### src/rtl/bin2bcd_seq_if.sv
// Start/busy/done handshake and result bus between a requester
// and the sequential binary-to-BCD converter.
interface bin2bcd_seq_if #(
    parameter int WIDTH  = 32,
    parameter int DIGITS = 10
);
    logic              start;
    logic              is_signed;
    logic [WIDTH-1:0]  bin_in;
    logic              busy;
    logic              done;
    logic              neg;
    logic [4*DIGITS-1:0] bcd_out;

    modport master (
        output start,
        output is_signed,
        output bin_in,
        input  busy,
        input  done,
        input  neg,
        input  bcd_out
    );

    modport slave (
        input  start,
        input  is_signed,
        input  bin_in,
        output busy,
        output done,
        output neg,
        output bcd_out
    );
endinterface

### src/rtl/bin2bcd_seq.sv
// Iterative double-dabble converter: one shift per cycle, signed or
// unsigned input, result and sign held until the next completion.
module bin2bcd_seq #(
    parameter int WIDTH  = 32,
    parameter int DIGITS = 10
) (
    input  logic         sys_clk,
    input  logic         sys_rst_n,
    bin2bcd_seq_if.slave bus
);
    localparam int BW = 4 * DIGITS;
    localparam logic [5:0] LAST = 6'(WIDTH - 1);

    typedef enum logic [1:0] {
        S_IDLE,
        S_CONV,
        S_DONE
    } state_t;

    state_t          state_q, state_d;
    logic [5:0]      cnt_q, cnt_d;
    logic [WIDTH-1:0] bin_q, bin_d;
    logic [BW-1:0]   scr_q, scr_d;
    logic            neg_r_q, neg_r_d;
    logic            neg_q, neg_d;
    logic [BW-1:0]   bcd_q, bcd_d;
    logic            done_q, done_d;
    logic [BW-1:0]   adj;

    // Add-3 correction on every digit before the shift
    always_comb begin
        adj = scr_q;
        for (int d = 0; d < DIGITS; d++) begin
            if (scr_q[4*d +: 4] >= 4'd5)
                adj[4*d +: 4] = scr_q[4*d +: 4] + 4'd3;
        end
    end

    always_comb begin
        state_d = state_q;
        cnt_d   = cnt_q;
        bin_d   = bin_q;
        scr_d   = scr_q;
        neg_r_d = neg_r_q;
        neg_d   = neg_q;
        bcd_d   = bcd_q;
        done_d  = 1'b0;
        unique case (state_q)
            S_IDLE: begin
                if (bus.start) begin
                    if (bus.is_signed && bus.bin_in[WIDTH-1])
                        bin_d = ~bus.bin_in + {{(WIDTH-1){1'b0}}, 1'b1};
                    else
                        bin_d = bus.bin_in;
                    neg_r_d = bus.is_signed & bus.bin_in[WIDTH-1];
                    scr_d   = '0;
                    cnt_d   = '0;
                    state_d = S_CONV;
                end
            end
            S_CONV: begin
                {scr_d, bin_d} = {adj[BW-2:0], bin_q, 1'b0};
                cnt_d = cnt_q + 6'd1;
                if (cnt_q == LAST)
                    state_d = S_DONE;
            end
            S_DONE: begin
                bcd_d   = scr_q;
                neg_d   = neg_r_q;
                done_d  = 1'b1;
                state_d = S_IDLE;
            end
            default: state_d = S_IDLE;
        endcase
    end

    // Reset is active-high despite the port name
    always_ff @(posedge sys_clk) begin
        if (sys_rst_n) begin
            state_q <= S_IDLE;
            cnt_q   <= '0;
            bin_q   <= '0;
            scr_q   <= '0;
            neg_r_q <= 1'b0;
            neg_q   <= 1'b0;
            bcd_q   <= '0;
            done_q  <= 1'b0;
        end else begin
            state_q <= state_d;
            cnt_q   <= cnt_d;
            bin_q   <= bin_d;
            scr_q   <= scr_d;
            neg_r_q <= neg_r_d;
            neg_q   <= neg_d;
            bcd_q   <= bcd_d;
            done_q  <= done_d;
        end
    end

    assign bus.busy    = (state_q != S_IDLE);
    assign bus.done    = done_q;
    assign bus.neg     = neg_q;
    assign bus.bcd_out = bcd_q;
endmodule

### src/flat_wrapper.sv
// flat-port wrapper written by rule: the top's interface ports become plain ports
module bin2bcd_seq_flat 
#(
    parameter int WIDTH  = 32,
    parameter int DIGITS = 10
)
  (sys_clk, sys_rst_n, bus_start, bus_is_signed, bus_bin_in, bus_busy, bus_done, bus_neg, bus_bcd_out);
  bin2bcd_seq_if #(.WIDTH(WIDTH), .DIGITS(DIGITS)) bus_i ();
  input  logic sys_clk;
  input  logic sys_rst_n;
  input wire logic [$bits(bus_i.start)-1:0] bus_start;
  input wire logic [$bits(bus_i.is_signed)-1:0] bus_is_signed;
  input wire logic [$bits(bus_i.bin_in)-1:0] bus_bin_in;
  output wire logic [$bits(bus_i.busy)-1:0] bus_busy;
  output wire logic [$bits(bus_i.done)-1:0] bus_done;
  output wire logic [$bits(bus_i.neg)-1:0] bus_neg;
  output wire logic [$bits(bus_i.bcd_out)-1:0] bus_bcd_out;
  assign bus_i.start = bus_start;
  assign bus_i.is_signed = bus_is_signed;
  assign bus_i.bin_in = bus_bin_in;
  assign bus_busy = bus_i.busy;
  assign bus_done = bus_i.done;
  assign bus_neg = bus_i.neg;
  assign bus_bcd_out = bus_i.bcd_out;
  bin2bcd_seq #(.WIDTH(WIDTH), .DIGITS(DIGITS)) u_core (.sys_clk(sys_clk), .sys_rst_n(sys_rst_n), .bus(bus_i));
endmodule
### config.mk
export PLATFORM = sky130hd
export DESIGN_NAME = bin2bcd_seq_flat
export DESIGN_NICKNAME = d
export VERILOG_FILES = /design/src/rtl/bin2bcd_seq_if.sv /design/src/rtl/bin2bcd_seq.sv /design/src/flat_wrapper.sv
export SDC_FILE = /design/constraint.sdc
export NUM_CORES = 1
export LEC_CHECK = 0
export BUFFER_PORTS_ARGS = -buffer_cell sky130_fd_sc_hd__buf_2
export CORE_ASPECT_RATIO = 1.1
export CORE_MARGIN = 1
export CORE_UTILIZATION = 39
export CTS_BUF_LIST = sky130_fd_sc_hd__clkbuf_16
export DETAILED_ROUTE_END_ITERATION = 6
export PLACE_DENSITY_LB_ADDON = 0.3
export SKIP_LAST_GASP = 1
export SLEW_MARGIN = 20
export SYNTH_ARGS = -nofsm -noshare
export SYNTH_HDL_FRONTEND = slang
export SYNTH_SLANG_ARGS = --single-unit
### constraint.sdc
create_clock -name sys_clk -period 2.07 [get_ports sys_clk]
set_input_delay 0.414 -clock sys_clk [delete_from_list [all_inputs] [get_ports sys_clk]]
set_output_delay 0.414 -clock sys_clk [all_outputs]
set_load 0.03 [all_outputs]
# Word-level counts from Yosys, hierarchy flattened
# Index checks and enable logic that the tools add are counted.
classes:
  addsub: 12
  n_mul: 0
  n_div: 0
  n_lt_le_gt_ge: 10
  n_eq_ne: 5
  n_shift: 0
  muxes: 21
  bitwise: 2
  reduce_logical: 7
ops:
  columns: ["operator", "n"]
  rows:
  - ["40-bit one-hot mux with 2 select lines", 1]
  - ["32-bit two-way mux", 2]
  - ["32-bit one-hot mux with 2 select lines", 1]
  - ["4-bit by 3-bit greater-or-equal comparator with 1-bit output, second input constant", 10]
  - ["40-bit two-way mux", 1]
  - ["4-bit by 2-bit adder with 4-bit output, second input constant", 9]
  - ["4-bit two-way mux", 9]
  - ["32-bit by 1-bit adder with 32-bit output, second input constant", 1]
  - ["32-bit NOT", 1]
  - ["6-bit one-hot mux with 2 select lines", 1]
  - ["6-bit by 1-bit adder with 6-bit output, second input constant", 1]
  - ["6-bit by 5-bit == test with 1-bit output, second input constant", 1]
  - ["6-bit two-way mux", 1]
  - ["2-bit AND reduction", 3]
  - ["2-bit two-way mux", 2]
  - ["2-bit one-hot mux with 2 select lines", 1]
  - ["2-bit nonzero test", 2]
  - ["3-bit by 2-bit adder with 3-bit output, second input constant", 1]
  - ["3-bit two-way mux", 1]
  - ["2-bit by 1-bit == test with 1-bit output, second input constant", 1]
  - ["2-bit == test, second input constant", 1]
  - ["2-bit zero test", 1]
  - ["2-bit by 1-bit != test with 1-bit output, second input constant", 1]
  - ["2-bit != test, second input constant", 1]
  - ["other kinds (3)", 3]
word_totals:
  regBits: 123
  latch_bits: 0
  ram_bits: 0
  romBits: 0
  input_bits: 36
  output_inout_bits: 43
  wordCells: 65
  mem_count: 0

# Logic depth before layout (Yosys ltp)
# Gate-level depths: netlist (run 1).
logic_depth:
  word_depth: 5
  ltp_mapped: 8
  ltp_nobuf: 7

# Worst setup path after synthesis (run 1)
# Ideal clock, no wire load.
synth_path:
  path_type: "input port to flip-flop"
  startpoint: "input port bus_bin_in[22]"
  endpoint: "register u_core.bin_q[27]"
  setup_ps: 133
  arrival_ps: 1948
  required_time_ps: 1937
  setup_slack_ps: -12
  stages: 5
  n_path_buf: 0
  path_cell_list: "or4_1 or3_4 or3_4 nor4_2 nor4_1"
synth_via:
  elab_chain_len: 5
synth_lines:
  columns: ["item", "line_no", "text"]
  rows:
  - ["start, declared", "flat_wrapper.sv:13", "input wire logic [$bits(bus_i.bin_in)-1:0] bus_bin_in;"]
  - ["32-bit NOT", "bin2bcd_seq.sv:52", "bin_d = ~bus.bin_in + {{(WIDTH-1){1'b0}}, 1'b1};"]
  - ["32-bit by 1-bit adder with 32-bit output", "bin2bcd_seq.sv:52", null]
  - ["32-bit two-way mux", "bin2bcd_seq.sv:51", "if (bus.is_signed && bus.bin_in[WIDTH-1])"]
  - ["32-bit two-way mux", "bin2bcd_seq.sv:50", "if (bus.start) begin"]
  - ["32-bit one-hot mux with 2 select lines", "bin2bcd_seq.sv:48", "unique case (state_q)"]
  - ["end signal, assigned", "bin2bcd_seq.sv:91", "bin_q <= bin_d;"]
  - ["end, declared", "bin2bcd_seq.sv:22", "logic [WIDTH-1:0] bin_q, bin_d;"]
# No other way between the ends. The select of a mux whose other input is x is not followed.
# A chain may end at the register's enable or synchronous reset.

# Final worst setup path (run 1)
layout_path:
  startpoint: "register u_core.state_q[0]"
  endpoint: "output port bus_busy"
layout_via:
  elab_chain_len: 1
layout_lines:
  columns: ["item", "line_no", "text"]
  rows:
  - ["start, declared", "bin2bcd_seq.sv:20", "state_t state_q, state_d;"]
  - ["start signal, assigned", "bin2bcd_seq.sv:89", "state_q <= state_d;"]
  - ["2-bit nonzero test", "bin2bcd_seq.sv:100", "assign bus.busy = (state_q != S_IDLE);"]
  - ["end, declared", "flat_wrapper.sv:14", "output wire logic [$bits(bus_i.busy)-1:0] bus_busy;"]
# No other way between the ends.

==> results of run 1 <==
-- through the flow --
step,TNS (ns),instances
2_1_floorplan,0,762
3_3_place_gp,-0.1947,1013
3_5_place_dp,-0.3286,1013
4_1_cts,0,1045
5_1_grt,0,1045
6_report,0,1045
-- how the worst max path moves through the flow --
stage / to / slack (ns) / cells past startpoint
2_1_floorplan: u_core.bin_q[27] / 0.05 / 5
3_3_place_gp: u_core.bin_q[27] / -0.08 / 6
3_5_place_dp: u_core.bin_q[27] / -0.11 / 6
4_1_cts: bus_busy / 0.25 / 3
5_1_grt: u_core.bin_q[28] / 0.20 / 5
6_report: bus_busy / 0.28 / 3
-- placed cells by master, fill, tap and decap left out, drive strengths merged, types with 2 or more instances in the layout --
cell type / n
buf: 109
inv: 29
a21o: 8
nor3: 19
nor3b: 2
and2: 3
bufinv: 2
ha: 22
o41ai: 2
and3: 12
nor2: 42
or3: 3
a31oi: 10
clkinvlp: 4
xnor2: 31
clkinv: 8
a21oi: 97
a221oi: 2
nand4: 7
xor2: 13
a211oi: 4
a311oi: 2
o211ai: 8
nand2: 111
nand3: 33
a22oi: 23
clkbuf: 17
dfxtp: 123
nand2b: 14
or4: 4
o21ai: 30
o31ai: 3
o22ai: 21
nor4: 12
a32oi: 8
-- where the power goes --
part / internal, mW / switching, mW
clock network: 1.74 / 1.04
registers: 2.43 / 0.0321
logic: 0.191 / 0.323
-- cell families (layout without fill, tap and decap cells) --
| logic type | Yosys count | after routing | share of synthesized area [%] |
|---|---|---|---|
| and+or+nand+nor | 268 | 268 | 21.10 |
| adders and majority gates | 22 | 22 | 4.546 |
| buffers and inverters | 82 | 169 | 5.084 |
| muxes | 2 | 2 | 0.3513 |
| xor gates and xnor gates | 44 | 44 | 6.365 |
| DFF | 123 | 123 | 40.67 |
| AOI/OAI and AO/OA | 221 | 221 | 21.89 |
-- per-layer routing --
| metal | routed length, um | GRT usage [%] | vias to the layer above |
|---|---|---|---|
| met2 | 6627 | 29.69 | 125 |
| met1 | 7032 | 24.71 | 2603 |
| li1 | - | - | 2849 |
| met3 | 515 | 3.836 | 15 |
| met5 | 0 | 0 | - |
| met4 | 153 | 5.693 | 0 |
-- sequential cells by signal, summed over array words and instances, names as in the netlist --
| signal | flops |
|---|---|
| u_core.cnt_q | 6 |
| u_core.bus.neg | 1 |
| u_core.scr_q | 40 |
| u_core.neg_r_q | 1 |
| u_core.bin_q | 32 |
| u_core.bus.bcd_out | 40 |
| u_core.bus.done | 1 |
| u_core.state_q | 2 |
-- worst max-delay path, stage by stage (launching register included) --
cell and delay [ns]:
dfxtp_1 0.32, buf_4 0.16, or2_2 0.31, buf_2 0.18
-- cell type report --
class	count	area, sq um	area share, %
repair buffers	109	675.6	9.199
clock buffers	17	425.4	5.792
flip-flops and latches	123	2462	33.53
inverters	28	105.1	1.431
clock inverters	15	133.9	1.823
multi-input cells	557	3297	44.89
well taps	196	245.2	3.339
==> summary.md, run 1 <==
| Metric | Value |
|---|---|
| Status | `finished clean` |
| Max Cap Viol | `0` |
| Final instance area | `7345 sq um` |
| Asr flop ratio synth | `0%` |
| Layout area overhead | `21.31%` |
| # IOs | `79` |
| Cells after Synth | `~760` |
| Hold WS | `about 0.28 ns` |
| Final setup viols | `0` |
| Die width | `120.8 um` |
| Die height | `around 130 um` |
| R2R Path Start | `u_core.state_q[0]` |
| Syn Area/Cell | `7.946 sq um` |
| Critical Path Start Type | `register` |
| Routed via count | `5592` |
| RSZ-0062 raised after global routing | `false` |
| Post-DR vias/cell | `between 5 and 6` |
| Router iterations before antenna repair | `5` |
| FF-to-FF path depth | `5` |
| Syn Std Cell Area | `6055 sq um` |
| GRT overflow | `0` |
| Rows | `47` |
| Core Util, Final | `between 40% and 50%` |
| TritonCTS Buffers | `17` |
| Worst r2r dst | `u_core.bin_q[28]` |
| DIE AREA | `about 16000 sq um` |
| TritonCTS clock tree | `built` |
| GP Congestion | `0.8326` |
| Worst VDD drop | `0.5690 mV` |
| Net count after synthesis | `820` |
| WL/cell | `13.71 um` |
| Placed wire-length estimate | `9446 um` |
| Most common cell in the netlist | `dfxtp_1` |
| CTS root buf | `clkbuf_16` |
| DRC viols | `0` |
| Sequential cell area fraction in the yosys report | `between 40% and 50%` |
| Worst hold path depth | `2` |
| Routed wire length | `14330 um` |
| Worst Path Max Fanout | `6` |
| Yosys reg bits | `123` |
| Leak | `2.789 nW` |
| Tmin final | `1.792 ns` |
| Layout Skew | `0.007423 ns` |
| Worst path required time | `1.66 ns` |
| Fin crit share | `86.56%` |
| Placement Setup Slack | `-0.1143 ns` |
| CTS resizes | `0` |
| Max_slew headroom | `between 60% and 70%` |
| Postcts setup bufs | `0` |
| GRT Total Usage | `18.48%` |
| N_diodes | `0` |
| Worst hold endpoint | `u_core.bin_q[31]` |
| # port buffers | `78` |
| Filler instances | `1503` |
| Pwr dens | `784.2 nW/um^2` |
| Synth Flop Type | `dfxtp_1` |
| Initial antenna violation count | `0` |
| Hold Violations, Final | `0` |
| Sink Count | `123` |
| Max Clk Rate | `between 500 and 600 MHz` |
| CP Class | `reg -> out` |
| Final ANT Viol Nets | `0` |
| Final WS setup | `0.2783 ns` |
| Commonest cells post-synth | `123 x dfxtp_1, 111 x nand2_1, 97 x a21oi_1` |
| Post-synth top area cell | `dfxtp_1` |
| Slew Limit Fails | `0` |
| First-pass GRT wire length | `24310 um` |
| H-tree depth | `4` |
| Vias in the first global route | `5051` |
| Starting Density | `40.06%` |
| Min-Delay Path Class | `in -> reg` |
| HP Start | `bus_bin_in[31]` |
| Nets | `894` |
| Synth Warn # | `0` |
| Worst-margin pin slew | `0.4802 ns` |
| 1st-iter DRT viols | `286` |
| CTS max path bufs | `2` |
| Placed inst area | `6785 sq um` |
| Synth top area cells | `dfxtp_1 41%, a21oi_1 8.0%, nand2_1 6.9%` |
| Largest net degree at the start of global routing | `81` |
| Layout cells sized above 1 | `17.55%` |
| Total power | `5.759 mW` |
| Hold buffers post-CTS | `0` |
| Clock slew seen by the registers of the worst setup and hold paths | `0.05 ns` |
| Post-synth EDFFs | `0` |
| Core area | `15110 sq um` |
| Top cell type's share of synthesized area | `40.67%` |
| Critical path launch point | `u_core.state_q[0]` |
| Yosys cell types | `between 40 and 50` |
| Crit path DAT | `1.38 ns` |
| Reg2Reg Setup Slack | `0.35 ns` |
| Kind of end point of the critical path | `output pin` |
| Latest clock arrival within the worst-skew pair | `0.41 ns` |
Power figures use the tool's default switching activity.
==> run 2, diff against run 1 <==
clock period = 1.8 ns   (was 2.07 ns; I/O delays follow)
==> run 2 against run 1 <==
Net effect:
- routed wire length increased by 1.7%
- largest power group unchanged
- count of clock-buffer cells in the layout stayed put
- register-to-register slack worse by 0.17 ns
- sequential cell count unchanged
- first-iteration DRC count rose by 26%
- global-route usage increased by 0.31 points
- combinational power grew 28%
- die area did not move
- clock skew grew 0.00092 ns
==> summary.md, run 2 (synthesis results as in run 1) <==
| Metric | Value |
|---|---|
| Starting Density | `about two fifths` |
| Die height | `132.7 um` |
| Max stage delay on crit path | `0.31 ns` |
| Sink Count | `between 100 and 150` |
| Commonest non-fill, non-tap cells in the layout | `123 x dfxtp_1, 111 x nand2_1, 97 x a21oi_1, 77 x buf_2, 54 x buf_4` |
| Hold buffers post-CTS | `0` |
| GRT Total Usage | `between 10% and 20%` |
| TritonCTS clock tree | `built` |
| GP Congestion | `0.8728` |
| H-tree depth | `4` |
| FF-to-FF path depth | `5` |
| Worst VDD drop | `0.6952 mV` |
| CTS resizes | `0` |
| Filler instances | `1451` |
| CP cell instances | `buf_4, or2_2, buf_2` |
| Final setup viols | `0` |
| Kind of end point of the critical path | `output pin` |
| Crit path buf inv count | `2` |
| Worst-margin pin slew | `0.5098 ns` |
| Worst r2r dst | `u_core.bin_q[30]` |
| DIE AREA | `about 16000 sq um` |
| 1st-iter DRT viols | `360` |
| Placed wire-length estimate | `9832 um` |
| Tmin final | `about 1.7 ns` |
| Setup TNS | `0 ns` |
| Placement Setup Slack | `-0.3296 ns` |
| R2R Path Start | `u_core.state_q[0]` |
| Pwr dens | `930.0 nW/um^2` |
| Min-Delay Path Class | `in -> reg` |
| Critical Path Start Type | `register` |
| First-pass GRT wire length | `24760 um` |
| Routed via count | `5626` |
| RSZ-0062 raised after global routing | `false` |
| Critical path launch point | `u_core.state_q[0]` |
| Final WS setup | `0.06318 ns` |
| Commonest non-fill, non-tap cell in the layout | `dfxtp_1` |
| Die width | `~120 um` |
| Core area | `approximately 15000 sq um` |
| Final ANT Viol Nets | `0` |
| Cells after DPL | `1040` |
| Initial antenna violation count | `0` |
| Postcts setup bufs | `0` |
| Routed wire length | `roughly 15000 um` |
| Max_slew headroom | `66.02%` |
| Hold WS | `0.1999 ns` |
| TritonCTS Buffers | `17` |
| WL/cell | `approximately 14 um` |
| Max Cap Viol | `0` |
| Nets | `921` |
| Layout cells sized above 1 | `20.66%` |
| Hold Violations, Final | `0` |
| Rows | `47` |
| Post-DR vias/cell | `roughly 5.2` |
| CTS root buf | `clkbuf_16` |
| # port buffers | `78` |
| Max Clk Rate | `between 500 and 600 MHz` |
| Leak | `2.966 nW` |
| DRC viols | `0` |
| Largest net degree at the start of global routing | `82` |
| N_diodes | `0` |
| HP Start | `bus_bin_in[31]` |
| Worst path required time | `1.44 ns` |
| CP max stage cell | `or2_2` |
| Worst hold endpoint | `u_core.bin_q[31]` |
| Vias in the first global route | `5265` |
| # IOs | `79` |
| CP Class | `reg -> out` |
| Total power | `7.132 mW` |
| Layout Cells excl Fill | `1072` |
| Final instance area | `7669 sq um` |
| Router iterations before antenna repair | `4` |
| Worst Path Max Fanout | `8` |
| Latest clock arrival within the worst-skew pair | `0.41 ns` |
| Slew Limit Fails | `0` |
| GRT overflow | `0` |
| Status | `finished clean` |
| Worst hold path depth | `2` |
| Layout area overhead | `26.66%` |
| CTS max path bufs | `2` |
| Placed inst area | `7037 sq um` |
| Fin crit share | `96.49%` |
| Core Util, Final | `50.74%` |
| Reg2Reg Setup Slack | `0.18 ns` |
| Largest delay share family, worst path | `buffers and inverters` |
| Crit path DAT | `1.38 ns` |
| Layout Skew | `0.008340 ns` |
| Clock slew seen by the registers of the worst setup and hold paths | `0.06 ns` |
[run 2: cell types whose count changed in the layout (fill, tap and decap cells not counted), sizes merged]
cell / change
inv: +1
clkinv: -4
bufinv: +3
buf: +27
[run 2: cell type report]
class                           count  area (sq um)  area share, %
Inverter                           28         105.1          1.371
Clock buffer                       17         425.4          5.547
Timing Repair Buffer              136         890.9          11.62
Multi-Input combinational cell    557          3333          43.47
Tap cell                          196         245.2          3.198
Clock inverter                     15         206.4          2.692
Sequential cell                   123          2462          32.11
[run 2: how the worst max path moves through the flow]
stage	endpoint	slack [ns]	cells past startpoint
after floorplan	u_core.bin_q[27]	-0.15	5
after global placement	u_core.bin_q[27]	-0.30	6
after detailed placement	u_core.bin_q[27]	-0.33	6
after CTS	bus_busy	0.04	3
after global routing	bus_busy	0.03	3
final	bus_busy	0.06	3
[run 2: where the power goes]
part | switching [mW] | internal (mW)
Combinational | 0.388 | 0.268
Sequential | 0.0376 | 2.79
Clock | 1.21 | 2.43
Total | 1.64 | 5.49
[run 2: routing by layer]
layer / GRT usage (%) / vias to the layer above / share of wire (%)
met2: 31.23 / 105 / 46
li1: - / 2901 / -
met1: 24.22 / 2606 / 49
met3: 3.491 / 14 / 3.5
met5: 0 / - / 0
met4: 6.584 / 0 / 1.2
==> run 3, diff against run 2 <==
PLACE_DENSITY = 0.68   (was default)
PLACE_DENSITY_LB_ADDON = default   (was 0.3)
==> run 3 against run 2 <==
Net effect:
- count of clock-buffer cells in the layout unchanged
- maximum frequency rose by 2.6%
- design area is essentially flat
- critical path depth increased by 2
- non-clock buffer count rose by 10
- largest power group unchanged
- critical path type is now reg -> reg
- sequential cell count is the same
- first-iteration DRC count grew 3.1%
==> summary.md, run 3 (synthesis results as in run 1) <==
| Metric | Value |
|---|---|
| CTS max path bufs | `2` |
| Reg2Reg Setup Slack | `0.11 ns` |
| TritonCTS Buffers | `17` |
| Nets | `931` |
| HP Start | `sys_rst_n` |
| Fin crit share | `a little over nine tenths` |
| Clock Power Share | `approximately 49%` |
| Max Clk Rate | `590.9 MHz` |
| Worst r2r dst | `u_core.bin_q[29]` |
| Met2 usage | `30.72%` |
| CTS resizes | `0` |
| Part of the power in registers | `41.4%` |
| Tmin final | `1.692 ns` |
| CP cell instances | `buf_4, nor3b_2, nand2b_1, or4_1, o221ai_1` |
| Status | `finished clean` |
| H-tree depth | `4` |
| Met1 Usage GRT | `around a quarter` |
| Met3 Track Usage GR | `4.224%` |
| GRT Max-Usage Layer | `met2` |
| Total power | `6.850 mW` |
| Core area | `roughly 15000 sq um` |
| Largest net degree at the start of global routing | `48` |
| CP Depth | `5` |
| P_sw | `roughly 1.6 mW` |
| Die height | `132.7 um` |
| Commonest non-fill, non-tap cells in the layout | `123 x dfxtp_1, 111 x nand2_1, 97 x a21oi_1, 77 x buf_2, 65 x buf_4` |
| Largest delay share family, worst path | `simple AND/OR/NAND/NOR gates` |
| Worst VDD drop | `0.7086 mV` |
| Max_slew headroom | `65.76%` |
| Crit path buf inv count | `1` |
| Min-Delay Path Class | `in -> reg` |
| Kind of end point of the critical path | `register` |
| Comb power frac | `9.7%` |
| Slew Limit Fails | `0` |
| # port buffers | `78` |
| Placed wire-length estimate | `approximately 10000 um` |
| Initial antenna violation count | `0` |
| CP max stage cell | `or4_1` |
| 1st-iter DRT viols | `371` |
| Post-DR vias/cell | `5.215` |
| Max stage delay on crit path | `0.53 ns` |
| Placement Setup Slack | `-0.2983 ns` |
| Vias in the first global route | `5327` |
| # IOs | `just under 80` |
| Sink Count | `123` |
| Leak | `approximately 3 nW` |
| Pwr dens | `893.1 nW/um^2` |
| Filler instances | `1461` |
| TritonCTS clock tree | `built` |
| Hold Violations, Final | `0` |
| Routed wire length | `14570 um` |
| Clock slew seen by the registers of the worst setup and hold paths | `0.05 ns` |
| Latest clock arrival within the worst-skew pair | `0.42 ns` |
| Starting Density | `between 40% and 50%` |
| Layout cells sized above 1 | `21.44%` |
| GP Congestion | `slightly above 0.9` |
| Final setup viols | `0` |
| Final ANT Viol Nets | `0` |
| CTS root buf | `clkbuf_16` |
| CP Class | `reg -> reg` |
| Max Cap Viol | `0` |
| DIE AREA | `approximately 16000 sq um` |
| Worst path required time | `2.14 ns` |
| N_diodes | `0` |
| Die width | `approximately 120 um` |
| Worst hold path depth | `2` |
| RSZ-0062 raised after global routing | `false` |
| Sw Ratio | `23.79%` |
| Worst Path Max Fanout | `6` |
| FF-to-FF path depth | `5` |
| DRC viols | `0` |
| Commonest non-fill, non-tap cell in the layout | `dfxtp_1` |
| Cell Int Power | `5.221 mW` |
| Crit path DAT | `2.03 ns` |
| Hold WS | `0.2103 ns` |
| Routed via count | `5643` |
| Final WS setup | `0.1075 ns` |
| GRT overflow | `0` |
| Router iterations before antenna repair | `5` |
| Worst-margin pin slew | `just over 0.5 ns` |
| Rows | `47` |
| Critical Path Start Type | `register` |
| Worst hold endpoint | `u_core.bin_q[27]` |
| GRT Total Usage | `approximately a fifth` |
| Layout area overhead | `26.68%` |
| First-pass GRT wire length | `24490 um` |
| WL/cell | `roughly 13 um` |
| Hold buffers post-CTS | `0` |
| R2R Path Start | `u_core.state_q[1]` |
| Layout Skew | `0.01191 ns` |
| Postcts setup bufs | `0` |
==> run 3: per-layer routing <==
layer  wire [um]  part of all wire, %
met3         583                  4.0
met2        6882                   47
met4          87                 0.60
met1        7018                   48
met5           0                    0
==> run 3: stage by stage <==
stage	setup TNS, ns	cells	area, sq um	util (%)
final	0	1082	7670	50.75
after global routing	0	1082	7670	50.75
after CTS	0	1082	7670	50.75
after detailed placement	-1.648	1050	7087	46.89
after global placement	-1.353	1050	7087	46.89
after floorplan	-0.3996	762	6078	-
==> run 3: layout make-up <==
type	count	area [sq um]	share of cell area (%)
timing repair buffer	146	953.4	12.43
multi-input combinational	557	3321	43.30
tap	196	245.2	3.197
clock inverter	15	157.7	2.055
sequential	123	2462	32.10
inverter	28	105.1	1.370
clock buffer	17	425.4	5.546
==> run 3: worst max path at each step <==
stage                      start          endpoint  slack [ns]
6_report       u_core.state_q[1]  u_core.bin_q[29]        0.11
5_1_grt        u_core.state_q[1]  u_core.bin_q[28]       0.007
4_1_cts        u_core.state_q[1]  u_core.bin_q[29]        0.10
3_5_place_dp      bus_bin_in[22]  u_core.bin_q[27]       -0.30
3_3_place_gp      bus_bin_in[22]  u_core.bin_q[27]       -0.28
2_1_floorplan     bus_bin_in[22]  u_core.bin_q[27]       -0.15
==> run 3: power by group through the flow <==
stage | clock network, mW | logic (mW) | registers (mW)
2_1_floorplan | 0 | 0.369 | 2.88
3_3_place_gp | 0 | 0.661 | 2.89
3_5_place_dp | 0 | 0.666 | 2.89
4_1_cts | 3.41 | 0.668 | 2.83
5_1_grt | 3.51 | 0.733 | 2.84
6_report | 3.35 | 0.667 | 2.83
